### config.mk
export PLATFORM = sky130hd
export DESIGN_NAME = median_window_filter
export DESIGN_NICKNAME = d
export VERILOG_FILES = /design/src/rtl/spn_pkg.sv /design/src/rtl/sort3.sv /design/src/rtl/median_window_filter.sv
export SDC_FILE = /design/constraint.sdc
export NUM_CORES = 1
export LEC_CHECK = 0
export BUFFER_PORTS_ARGS = -buffer_cell sky130_fd_sc_hd__buf_4
export CORE_ASPECT_RATIO = 2
export CORE_MARGIN = 1
export CORE_UTILIZATION = 35
export CTS_BUF_LIST = sky130_fd_sc_hd__clkbuf_16
export DETAILED_ROUTE_END_ITERATION = 7
export PLACE_DENSITY = 0.58
export SKIP_LAST_GASP = 1
export SLEW_MARGIN = 30
export SYNTH_ARGS = -nofsm -noshare
export SYNTH_HDL_FRONTEND = slang
export SYNTH_SLANG_ARGS = --single-unit
### constraint.sdc
create_clock -name clk -period 4.8 [get_ports clk]
set_input_delay 0.72 -clock clk [delete_from_list [all_inputs] [get_ports clk]]
set_output_delay 0.72 -clock clk [all_outputs]
set_load 0.02 [all_outputs]
### src/rtl/spn_pkg.sv
// Shared types and constants for the 3x3 salt-and-pepper median filter.
package spn_pkg;

  typedef logic [7:0] pixel_t;

  localparam pixel_t NOISE_LO = 8'd0;
  localparam pixel_t NOISE_HI = 8'd255;

  localparam int DEF_IMG_WIDTH  = 256;
  localparam int DEF_IMG_HEIGHT = 256;

  typedef struct packed {
    pixel_t top;
    pixel_t mid;
    pixel_t bot;
  } col_t;

  function automatic logic is_noise(pixel_t p);
    return (p == NOISE_LO) || (p == NOISE_HI);
  endfunction

endpackage

### src/rtl/sort3.sv
// Combinational three-input sorter: unsigned min, median and max.
module sort3
  import spn_pkg::*;
(
  input  pixel_t a_i,
  input  pixel_t b_i,
  input  pixel_t c_i,
  output pixel_t min_o,
  output pixel_t med_o,
  output pixel_t max_o
);

  pixel_t lo;
  pixel_t hi;

  always_comb begin
    lo    = (a_i < b_i) ? a_i : b_i;
    hi    = (a_i < b_i) ? b_i : a_i;
    min_o = (c_i < lo) ? c_i : lo;
    max_o = (c_i > hi) ? c_i : hi;
    if (c_i < lo) begin
      med_o = lo;
    end else if (c_i > hi) begin
      med_o = hi;
    end else begin
      med_o = c_i;
    end
  end

endmodule

### src/rtl/median_window_filter.sv
// 3x3 window median filter that replaces only 0/255 centre pixels.
// Four register stages from accepted column to output.
module median_window_filter
  import spn_pkg::*;
#(
  parameter int IMG_WIDTH  = DEF_IMG_WIDTH,
  parameter int IMG_HEIGHT = DEF_IMG_HEIGHT
) (
  input  logic   clk,
  input  logic   nres,
  input  logic   in_valid,
  input  logic   sof,
  input  pixel_t px_top,
  input  pixel_t px_mid,
  input  pixel_t px_bot,
  output logic   out_valid,
  output pixel_t out_data
);

  localparam int CW = (IMG_WIDTH > 1) ? $clog2(IMG_WIDTH) : 1;
  localparam int RW = (IMG_HEIGHT > 1) ? $clog2(IMG_HEIGHT) : 1;

  logic [CW-1:0] col_q, col_d, pos_col;
  logic [RW-1:0] row_q, row_d, pos_row;

  col_t [2:0] win_q, win_d;
  logic       v0_q, v0_d;

  pixel_t [2:0] s1_min_d, s1_med_d, s1_max_d;
  pixel_t [2:0] s1_min_q, s1_med_q, s1_max_q;
  pixel_t       s1_cen_q;
  logic         s1_v_q;

  pixel_t s2_lo_d, s2_md_d, s2_hi_d;
  pixel_t s2_lo_q, s2_md_q, s2_hi_q;
  pixel_t s2_cen_q;
  logic   s2_v_q;

  pixel_t s3_med_d, s3_med_q;
  pixel_t s3_cen_q;
  logic   s3_v_q;

  logic   out_valid_q, out_valid_d;
  pixel_t out_data_q, out_data_d;

  pixel_t unused_s2a_mn, unused_s2a_md;
  pixel_t unused_s2b_mn, unused_s2b_mx;
  pixel_t unused_s2c_md, unused_s2c_mx;
  pixel_t unused_s3_mn, unused_s3_mx;

  // sof forces the accepted column to (0,0); counters hold the next position
  always_comb begin
    pos_col = sof ? '0 : col_q;
    pos_row = sof ? '0 : row_q;
    col_d   = col_q;
    row_d   = row_q;
    win_d   = win_q;
    v0_d    = 1'b0;
    if (in_valid) begin
      win_d = {col_t'{px_top, px_mid, px_bot}, win_q[2:1]};
      v0_d  = (pos_col >= CW'(2)) && (pos_row >= RW'(2));
      if (pos_col == CW'(IMG_WIDTH - 1)) begin
        col_d = '0;
        if (pos_row == RW'(IMG_HEIGHT - 1)) begin
          row_d = '0;
        end else begin
          row_d = pos_row + 1'b1;
        end
      end else begin
        col_d = pos_col + 1'b1;
        row_d = pos_row;
      end
    end
  end

  always_ff @(posedge clk or negedge nres) begin
    if (!nres) begin
      col_q <= '0;
      row_q <= '0;
      win_q <= '0;
      v0_q  <= 1'b0;
    end else begin
      col_q <= col_d;
      row_q <= row_d;
      win_q <= win_d;
      v0_q  <= v0_d;
    end
  end

  for (genvar g = 0; g < 3; g++) begin : g_s1
    sort3 u_sort (
      .a_i   (win_q[g].top),
      .b_i   (win_q[g].mid),
      .c_i   (win_q[g].bot),
      .min_o (s1_min_d[g]),
      .med_o (s1_med_d[g]),
      .max_o (s1_max_d[g])
    );
  end

  always_ff @(posedge clk or negedge nres) begin
    if (!nres) begin
      s1_min_q <= '0;
      s1_med_q <= '0;
      s1_max_q <= '0;
      s1_cen_q <= '0;
      s1_v_q   <= 1'b0;
    end else begin
      s1_min_q <= s1_min_d;
      s1_med_q <= s1_med_d;
      s1_max_q <= s1_max_d;
      s1_cen_q <= win_q[1].mid;
      s1_v_q   <= v0_q;
    end
  end

  sort3 u_s2_mins (
    .a_i   (s1_min_q[0]),
    .b_i   (s1_min_q[1]),
    .c_i   (s1_min_q[2]),
    .min_o (unused_s2a_mn),
    .med_o (unused_s2a_md),
    .max_o (s2_lo_d)
  );

  sort3 u_s2_meds (
    .a_i   (s1_med_q[0]),
    .b_i   (s1_med_q[1]),
    .c_i   (s1_med_q[2]),
    .min_o (unused_s2b_mn),
    .med_o (s2_md_d),
    .max_o (unused_s2b_mx)
  );

  sort3 u_s2_maxs (
    .a_i   (s1_max_q[0]),
    .b_i   (s1_max_q[1]),
    .c_i   (s1_max_q[2]),
    .min_o (s2_hi_d),
    .med_o (unused_s2c_md),
    .max_o (unused_s2c_mx)
  );

  always_ff @(posedge clk or negedge nres) begin
    if (!nres) begin
      s2_lo_q  <= '0;
      s2_md_q  <= '0;
      s2_hi_q  <= '0;
      s2_cen_q <= '0;
      s2_v_q   <= 1'b0;
    end else begin
      s2_lo_q  <= s2_lo_d;
      s2_md_q  <= s2_md_d;
      s2_hi_q  <= s2_hi_d;
      s2_cen_q <= s1_cen_q;
      s2_v_q   <= s1_v_q;
    end
  end

  sort3 u_s3 (
    .a_i   (s2_lo_q),
    .b_i   (s2_md_q),
    .c_i   (s2_hi_q),
    .min_o (unused_s3_mn),
    .med_o (s3_med_d),
    .max_o (unused_s3_mx)
  );

  always_ff @(posedge clk or negedge nres) begin
    if (!nres) begin
      s3_med_q <= '0;
      s3_cen_q <= '0;
      s3_v_q   <= 1'b0;
    end else begin
      s3_med_q <= s3_med_d;
      s3_cen_q <= s2_cen_q;
      s3_v_q   <= s2_v_q;
    end
  end

  // clean centres pass through; only 0/255 take the median
  always_comb begin
    out_valid_d = s3_v_q;
    out_data_d  = out_data_q;
    if (s3_v_q) begin
      out_data_d = is_noise(s3_cen_q) ? s3_med_q : s3_cen_q;
    end
  end

  always_ff @(posedge clk or negedge nres) begin
    if (!nres) begin
      out_valid_q <= 1'b0;
      out_data_q  <= '0;
    end else begin
      out_valid_q <= out_valid_d;
      out_data_q  <= out_data_d;
    end
  end

  assign out_valid = out_valid_q;
  assign out_data  = out_data_q;

endmodule

==> results.py, run 1 <==
metrics = {
    "finish": {
        "final_common_cell": "dfrtp_1",
        "most-common-layout-cells": "dfrtp_1, ha_1, a21oi_1",
        "multi_input_area_sq_um": 7160,
        "synthToLayoutAreaGrowth_pct": 13.8,
        "regArea_sq_um": 5730,
        "drive_gt1_share_pct": 13.9,
        "final_net_count": 1577,
        "fill_cells": 3742,
    },
    "clocking": {
        "clock-sinks": 229,
        "cts.path.max_buffers": 3,
        "path_clk_slew_ns": 0.07,
        "cts_tree": "built",
        "cts_resized": 0,
        "clk-insertion-delay-late_ns": 0.55,
        "htree_levels": 1,
        "cts-buffers-inserted": 24,
        "root_buffer": "clkbuf_16",
        "holdBufCountCts": 0,
        "cts_setup_buffers": 0,
    },
    "synth": {
        "synth_top_area_share_pct": 42.3,
        "synth_ff_type": "dfrtp_1",
        "yosys.area.top_type": "dfrtp_1",
        "synthTopCellsByArea": "dfrtp_1, ha_1, mux2i_1",
        "synth_edf_count": 0,
        "syn-num-nets": 1523,
        "async_flop_share_pct": 100,
        "ys_ff_latch": 229,
        "syn_area_sq_um": 13500,
        "seq_area_frac_synth_pct": 42.3,
        "synth.distinct_cells": 61,
        "synthCells": 1352,
        "ys_warn_count": 0,
        "avgSynthCellArea_sq_um": 10.0,
    },
    "pwr": {
        "ir_drop_mv": 0.352,
        "power_density_nw_per_um2": 783,
        "total_leakage_power_nw": 7.42,
        "finalPower_mw": 12.1,
    },
    "sta": {
        "slew_headroom_pct": 44.2,
        "period_share_pct": 93.2,
        "fin_crit_ns": 4.47,
        "finalHoldViolations": 0,
        "fmaxAchievable_mhz": 223,
        "slew_violations": 0,
        "rsz0062_at_grt": "false",
        "final.setup.tns_ns": 0,
        "setup_viol": 0,
        "finClkSkew_ns": 0.0215,
        "tightest_slew_ns": 0.837,
    },
    "grt": {
        "grt_usage_pct": 21.0,
        "gr-total-overflow": 0,
        "antenna_found_initial": 0,
        "grt_max_degree": 78,
        "grt_pass1_wl_um": 62200,
        "grt_pass1_vias": 10900,
    },
    "drt": {
        "dr.pass1.iters": 5,
        "ant_nets": 0,
        "wl_um": 40100,
        "avgViaCountPerCell": 5.35,
        "drt_iter0_markers": 478,
        "avgRoutedWirePerCell_um": 20.7,
        "vias": 10400,
        "drc": 0,
    },
    "critical_path": {
        "crit_arrival_ns": 4.83,
        "crit_path_max_fanout": 24,
        "end_kind": "register",
        "worstSetupPathType": "register to register",
        "critPathLaunchType": "register",
        "crit_required_ns": 5.15,
    },
    "floorplan": {
        "start_util_pct": 35.6,
        "dieWidth_um": 141,
        "die_h_um": 280,
        "io_pins": 37,
        "num_rows": 101,
        "dieArea_sq_um": 39500,
        "core_sq_um": 38000,
    },
    "run_status": {
        "status": "completed",
    },
    "flow_run": {
        "maxCapViolations": 0,
    },
    "placed_design": {
        "place_hpwl_um": 31800,
        "gp_congestion": 0.972,
        "io_buffers": 36,
    },
    "min_path": {
        "hold_path_class": "input pin to async pin",
    },
}
stage by stage:
stage,worst slack [ns],instances,hold slack (ns),area [sq um],util (%)
global route,0.0451,1939,0.117,15400,40.5
floorplan,0.629,1352,0.331,13500,-
global placement,0.248,1893,0.334,14600,38.3
CTS,0.244,1938,0.106,15400,40.5
finish,0.325,1940,0.0879,15400,40.5
detailed placement,0.269,1894,0.335,14600,38.4
Yosys cell counts (5+ instances only):
library cell and count:
a211oi_1 12, a21o_1 34, a21oi_1 120, a221o_1 10, a31oi_1 10, and3_1 15, buf_1 6, buf_2 13
clkbuf_1 31, dfrtp_1 229, ha_1 143, inv_1 114, mux2_2 64, mux2i_1 103, nand2_1 85, nand2b_1 8
nand3_1 24, nand4_1 12, nor2_1 105, nor2b_1 7, nor3_1 17, nor4_1 9, o2111ai_1 5, o211ai_1 6
o21a_1 20, o21ai_0 75, o22ai_1 6, or4b_2 7
layer usage:
layer / global-route usage [%] / wire [um] / up-vias
met5: 0 / 0 / -
met4: 18.1 / 3790 / 0
met3: 1.88 / 1020 / 137
met2: 41.1 / 22200 / 247
met1: 18.8 / 13100 / 5023
li1: - / - / 4969
cells by family (layout without fill, tap and decap cells):
group / Yosys count / count (layout) / share of synthesized area [%]
simple gates: 310 / 310 / 10.8
other cells: 0 / 1 / 0
buf+inv: 166 / 238 / 4.78
mux: 167 / 167 / 12.9
fa+ha+maj: 143 / 143 / 13.2
flops: 229 / 229 / 42.3
compound gates: 337 / 337 / 15.9
layout make-up:
| type | instances | share of cell area, % |
|---|---|---|
| inverter | 115 | 2.80 |
| multi-input combinational | 957 | 46.5 |
| sequential | 229 | 37.2 |
| clock inverter | 20 | 1.27 |
| timing repair buffer | 79 | 4.17 |
| clock buffer | 24 | 3.90 |
| antenna | 1 | 0.0162 |
| tap | 515 | 4.18 |
sequential cells by signal, summed over array words and instances (netlist names):
signal	count
win_q	72
s1_max_q	24
s1_med_q	24
s1_min_q	24
col_q	8
out_data	8
row_q	8
s1_cen_q	8
s2_cen_q	8
s2_hi_q	8
s2_lo_q	8
s2_md_q	8
s3_cen_q	8
s3_med_q	8
out_valid	1
out_valid_d	1
s1_v_q	1
s2_v_q	1
v0_q	1
report_power, final:
part	internal, mW	switching, mW	total [mW]
Combinational	3.06	3.81	6.87
Sequential	2.58	0.729	3.31
Clock	1.08	0.819	1.90
Total	6.72	5.35	12.1
worst paths after layout:
| check | cells past startpoint | slack (ns) | to | from |
|---|---|---|---|---|
| hold reg to reg | 0 | 0.35 | s2_cen_q[4] | s1_cen_q[4] |
| min in group clk | 0 | 0.35 | s2_cen_q[4] | s1_cen_q[4] |
| hold / removal | 1 | 0.09 | win_q[11] | nres |
| setup / recovery | 17 | 0.33 | s2_lo_q[1] | s1_min_q[9] |
| max in group asynchronous | 2 | 3.88 | s1_med_q[11] | nres |
| setup reg to reg | 17 | 0.33 | s2_lo_q[1] | s1_min_q[9] |
worst max-delay path, stage by stage (launching register included):
cell and delay (ns):
dfrtp_1 0.43, inv_1 0.08, ha_1 0.28, a21o_1 0.16
a21o_1 0.18, a21o_1 0.20, a21o_1 0.21, a2111oi_4 0.38
nor2_2 0.24, mux2i_1 0.17, ha_1 0.33, a21o_1 0.16
a21o_1 0.16, a21oi_1 0.16, a32oi_1 0.07, buf_4 0.21
or4b_2 0.61, o311ai_0 0.24
(Power assumes the default switching activity.)
==> run 2: changes to the inputs <==
- ABC_AREA: unset -> 1
==> run 2 against run 1 <==
Clock power increased by 4%. Area after synthesis grew 0.21%. Critical path depth up 1. Clock skew down 0.0035 ns. Power decreased by 8.0%. Register-to-register slack gained 0.24 ns. Maximum frequency increased by 5.7%. Sequential power down 6.9%. Core utilization decreased by 0.68 points. Critical path type unchanged.
==> results.py, run 2 <==
metrics = {
    "critical_path": {
        "crit_top_cell": "nand2_1",
        "cp_cell_sequence": "inv_1, ha_1, nand2_1, inv_1, nor2_1, o21a_1, nand2_1, o21ai_0, ha_1, nand2_1, nor2_1, nand2_1, o211ai_1, nand2_1, inv_1, o21ai_0, nand2_1, nand2_1",
        "crit_path_max_fanout": 31,
        "worstSetupPathType": "register to register",
        "critPathSlowestCell": "o21ai_0",
        "critPathLaunchType": "register",
        "end_kind": "register",
        "crit_required_ns": 5.27,
        "cpPeakStageDelay_ns": 0.73,
        "crit_arrival_ns": 4.70,
    },
    "pwr": {
        "p_sw_mw": 5.34,
        "power_density_nw_per_um2": 733,
        "p_clk_share_pct": 17.7,
        "ir_drop_mv": 0.314,
        "total_leakage_power_nw": 7.79,
        "seq_power_share_pct": 27.7,
        "share_comb_of_total_power_pct": 54.6,
        "finalPower_mw": 11.1,
        "p_sw_share_pct": 48.1,
        "intPower_mw": 5.77,
    },
    "grt": {
        "grt_pass1_wl_um": 61100,
        "gr-total-overflow": 0,
        "grt_pass1_vias": 11500,
        "grt_usage_pct": 20.4,
        "grt_max_degree": 105,
        "antenna_found_initial": 0,
    },
    "synth": {
        "synthTopCellsByCount": "nand2_1, dfrtp_1, o21ai_0",
        "synth.distinct_cells": 41,
        "seq_area_frac_synth_pct": 42.2,
        "synth_ff_type": "dfrtp_1",
        "yosys.area.top_type": "dfrtp_1",
        "ys_ff_latch": 229,
        "synthTopCellsByArea": "dfrtp_1, nand2_1, ha_1",
        "synthCells": 1748,
        "ys_warn_count": 0,
        "post-synth-top-count-cell": "nand2_1",
        "synth_top_area_share_pct": 42.2,
        "synth_edf_count": 0,
        "async_flop_share_pct": 100,
        "avgSynthCellArea_sq_um": 7.76,
        "syn_area_sq_um": 13600,
        "syn-num-nets": 1919,
    },
    "placed_design": {
        "gp_congestion": 0.971,
        "dp.cells": 2254,
        "io_buffers": 36,
        "place_area_sq_um": 14300,
        "place_hpwl_um": 31600,
    },
    "sta": {
        "period_share_pct": 88.2,
        "fin_crit_ns": 4.23,
        "slew_violations": 0,
        "finClkSkew_ns": 0.0180,
        "hold-worst-slack_ns": 0.198,
        "finalHoldViolations": 0,
        "tightest_slew_ns": 0.820,
        "final.setup.tns_ns": 0,
        "rsz0062_at_grt": "false",
        "setup_viol": 0,
        "slew_headroom_pct": 45.4,
        "fmaxAchievable_mhz": 236,
    },
    "floorplan": {
        "dieWidth_um": 141,
        "start_util_pct": 35.7,
        "io_pins": 37,
        "core_sq_um": 38000,
        "num_rows": 101,
        "dieArea_sq_um": 39600,
        "die_h_um": 280,
    },
    "clocking": {
        "path_clk_slew_ns": 0.07,
        "clock-sinks": 229,
        "htree_levels": 1,
        "cts_resized": 0,
        "cts_setup_buffers": 0,
        "cts_tree": "built",
        "root_buffer": "clkbuf_16",
        "cts-buffers-inserted": 22,
        "cts.path.max_buffers": 3,
        "holdBufCountCts": 0,
        "clk-insertion-delay-late_ns": 0.53,
    },
    "drt": {
        "avgRoutedWirePerCell_um": 17.1,
        "vias": 11300,
        "dr.pass1.iters": 5,
        "ant_nets": 0,
        "drc": 0,
        "wl_um": 39200,
        "avgViaCountPerCell": 4.93,
        "drt_iter0_markers": 552,
    },
    "finish": {
        "synthToLayoutAreaGrowth_pct": 11.7,
        "final_net_count": 1935,
        "top_register": "win_q",
        "fill_cells": 3884,
        "regArea_sq_um": 5730,
        "diodes": 0,
        "most-common-layout-cells": "nand2_1, dfrtp_1, inv_1, o21ai_0, ha_1",
        "largest_reg_flops": 72,
        "multi_input_area_sq_um": 6770,
        "drive_gt1_share_pct": 6.57,
        "instances_no_fill": 2295,
        "final_common_cell": "nand2_1",
        "final_area_sq_um": 15200,
    },
    "min_path": {
        "hold_path_class": "input pin to async pin",
    },
    "flow_run": {
        "maxCapViolations": 0,
    },
    "run_status": {
        "status": "completed",
    },
}
## run 2: cell count changes in the layout (fill, tap and decap cells not counted), sizes merged, moves of 44 or more
cell | before | now
mux2 | 64 | 0
inv | 120 | 221
a21oi | 120 | 76
nand3 | 24 | 97
nand2 | 85 | 559
mux2i | 103 | 0
o21ai | 78 | 224
## run 2: critical path: cells and delay by family, from the launching register on
family,cells,cell delay [ns]
and+or+nand+nor,9,1.36
AOI/OAI and AO/OA,4,1.37
adders and majority gates,2,0.68
buffers and inverters,3,0.39
DFF,1,0.36
## run 2: power by group through the flow
stage / combinational (mW) / sequential, mW / clock (mW)
2_1_floorplan: 4.48 / 2.84 / 0
6_report: 6.06 / 3.08 / 1.97
3_5_place_dp: 6.05 / 3.12 / 0
5_1_grt: 6.99 / 3.11 / 2.10
4_1_cts: 6.07 / 3.08 / 2.02
3_3_place_gp: 5.89 / 3.12 / 0
## run 2: path summary, 6_finish.rpt
kind,startpoint,endpoint,slack (ns),cells past startpoint
worst max-delay path,win_q[15],s1_med_q[0],0.57,18
max in group asynchronous,nres,win_q[50],3.59,2
worst min-delay path,nres,s1_cen_q[6],0.20,1
worst min register to register,s2_cen_q[2],s3_cen_q[2],0.35,0
min in group clk,s2_cen_q[2],s3_cen_q[2],0.35,0
worst max register to register,win_q[15],s1_med_q[0],0.57,18
## run 2: cell type report
type,count,share of cell area [%]
timing repair buffer,47,2.46
clock inverter,18,1.78
multi-input combinational,1247,44.7
sequential,229,37.8
tap,515,4.25
clock buffer,22,3.63
inverter,217,5.38
## run 2: kinds of logic after synthesis
kind of cell | share of synthesized area (%)
adders and majority gates | 13.2
and+or+nand+nor | 23.0
buffers and inverters | 7.87
xor gates and xnor gates | 0.387
AOI/OAI and AO/OA | 13.3
DFF | 42.2
## run 2: stage by stage
stage	util [%]	setup WS (ns)
floorplan	-	1.81
global placement	37.7	0.641
detailed placement	37.7	0.602
CTS	39.8	0.581
global route	39.8	0.141
finish	39.8	0.568
## run 2: metal layers
layer / GRT usage, % / vias to the layer above / wire [um] / part of all wire [%]
met3: 1.74 / 120 / 862 / 2.2
li1: - / 5706 / - / -
met5: 0 / - / 0 / 0
met2: 40.1 / 216 / 21800 / 56
met4: 18.5 / 0 / 3850 / 9.8
met1: 18.0 / 5278 / 12600 / 32
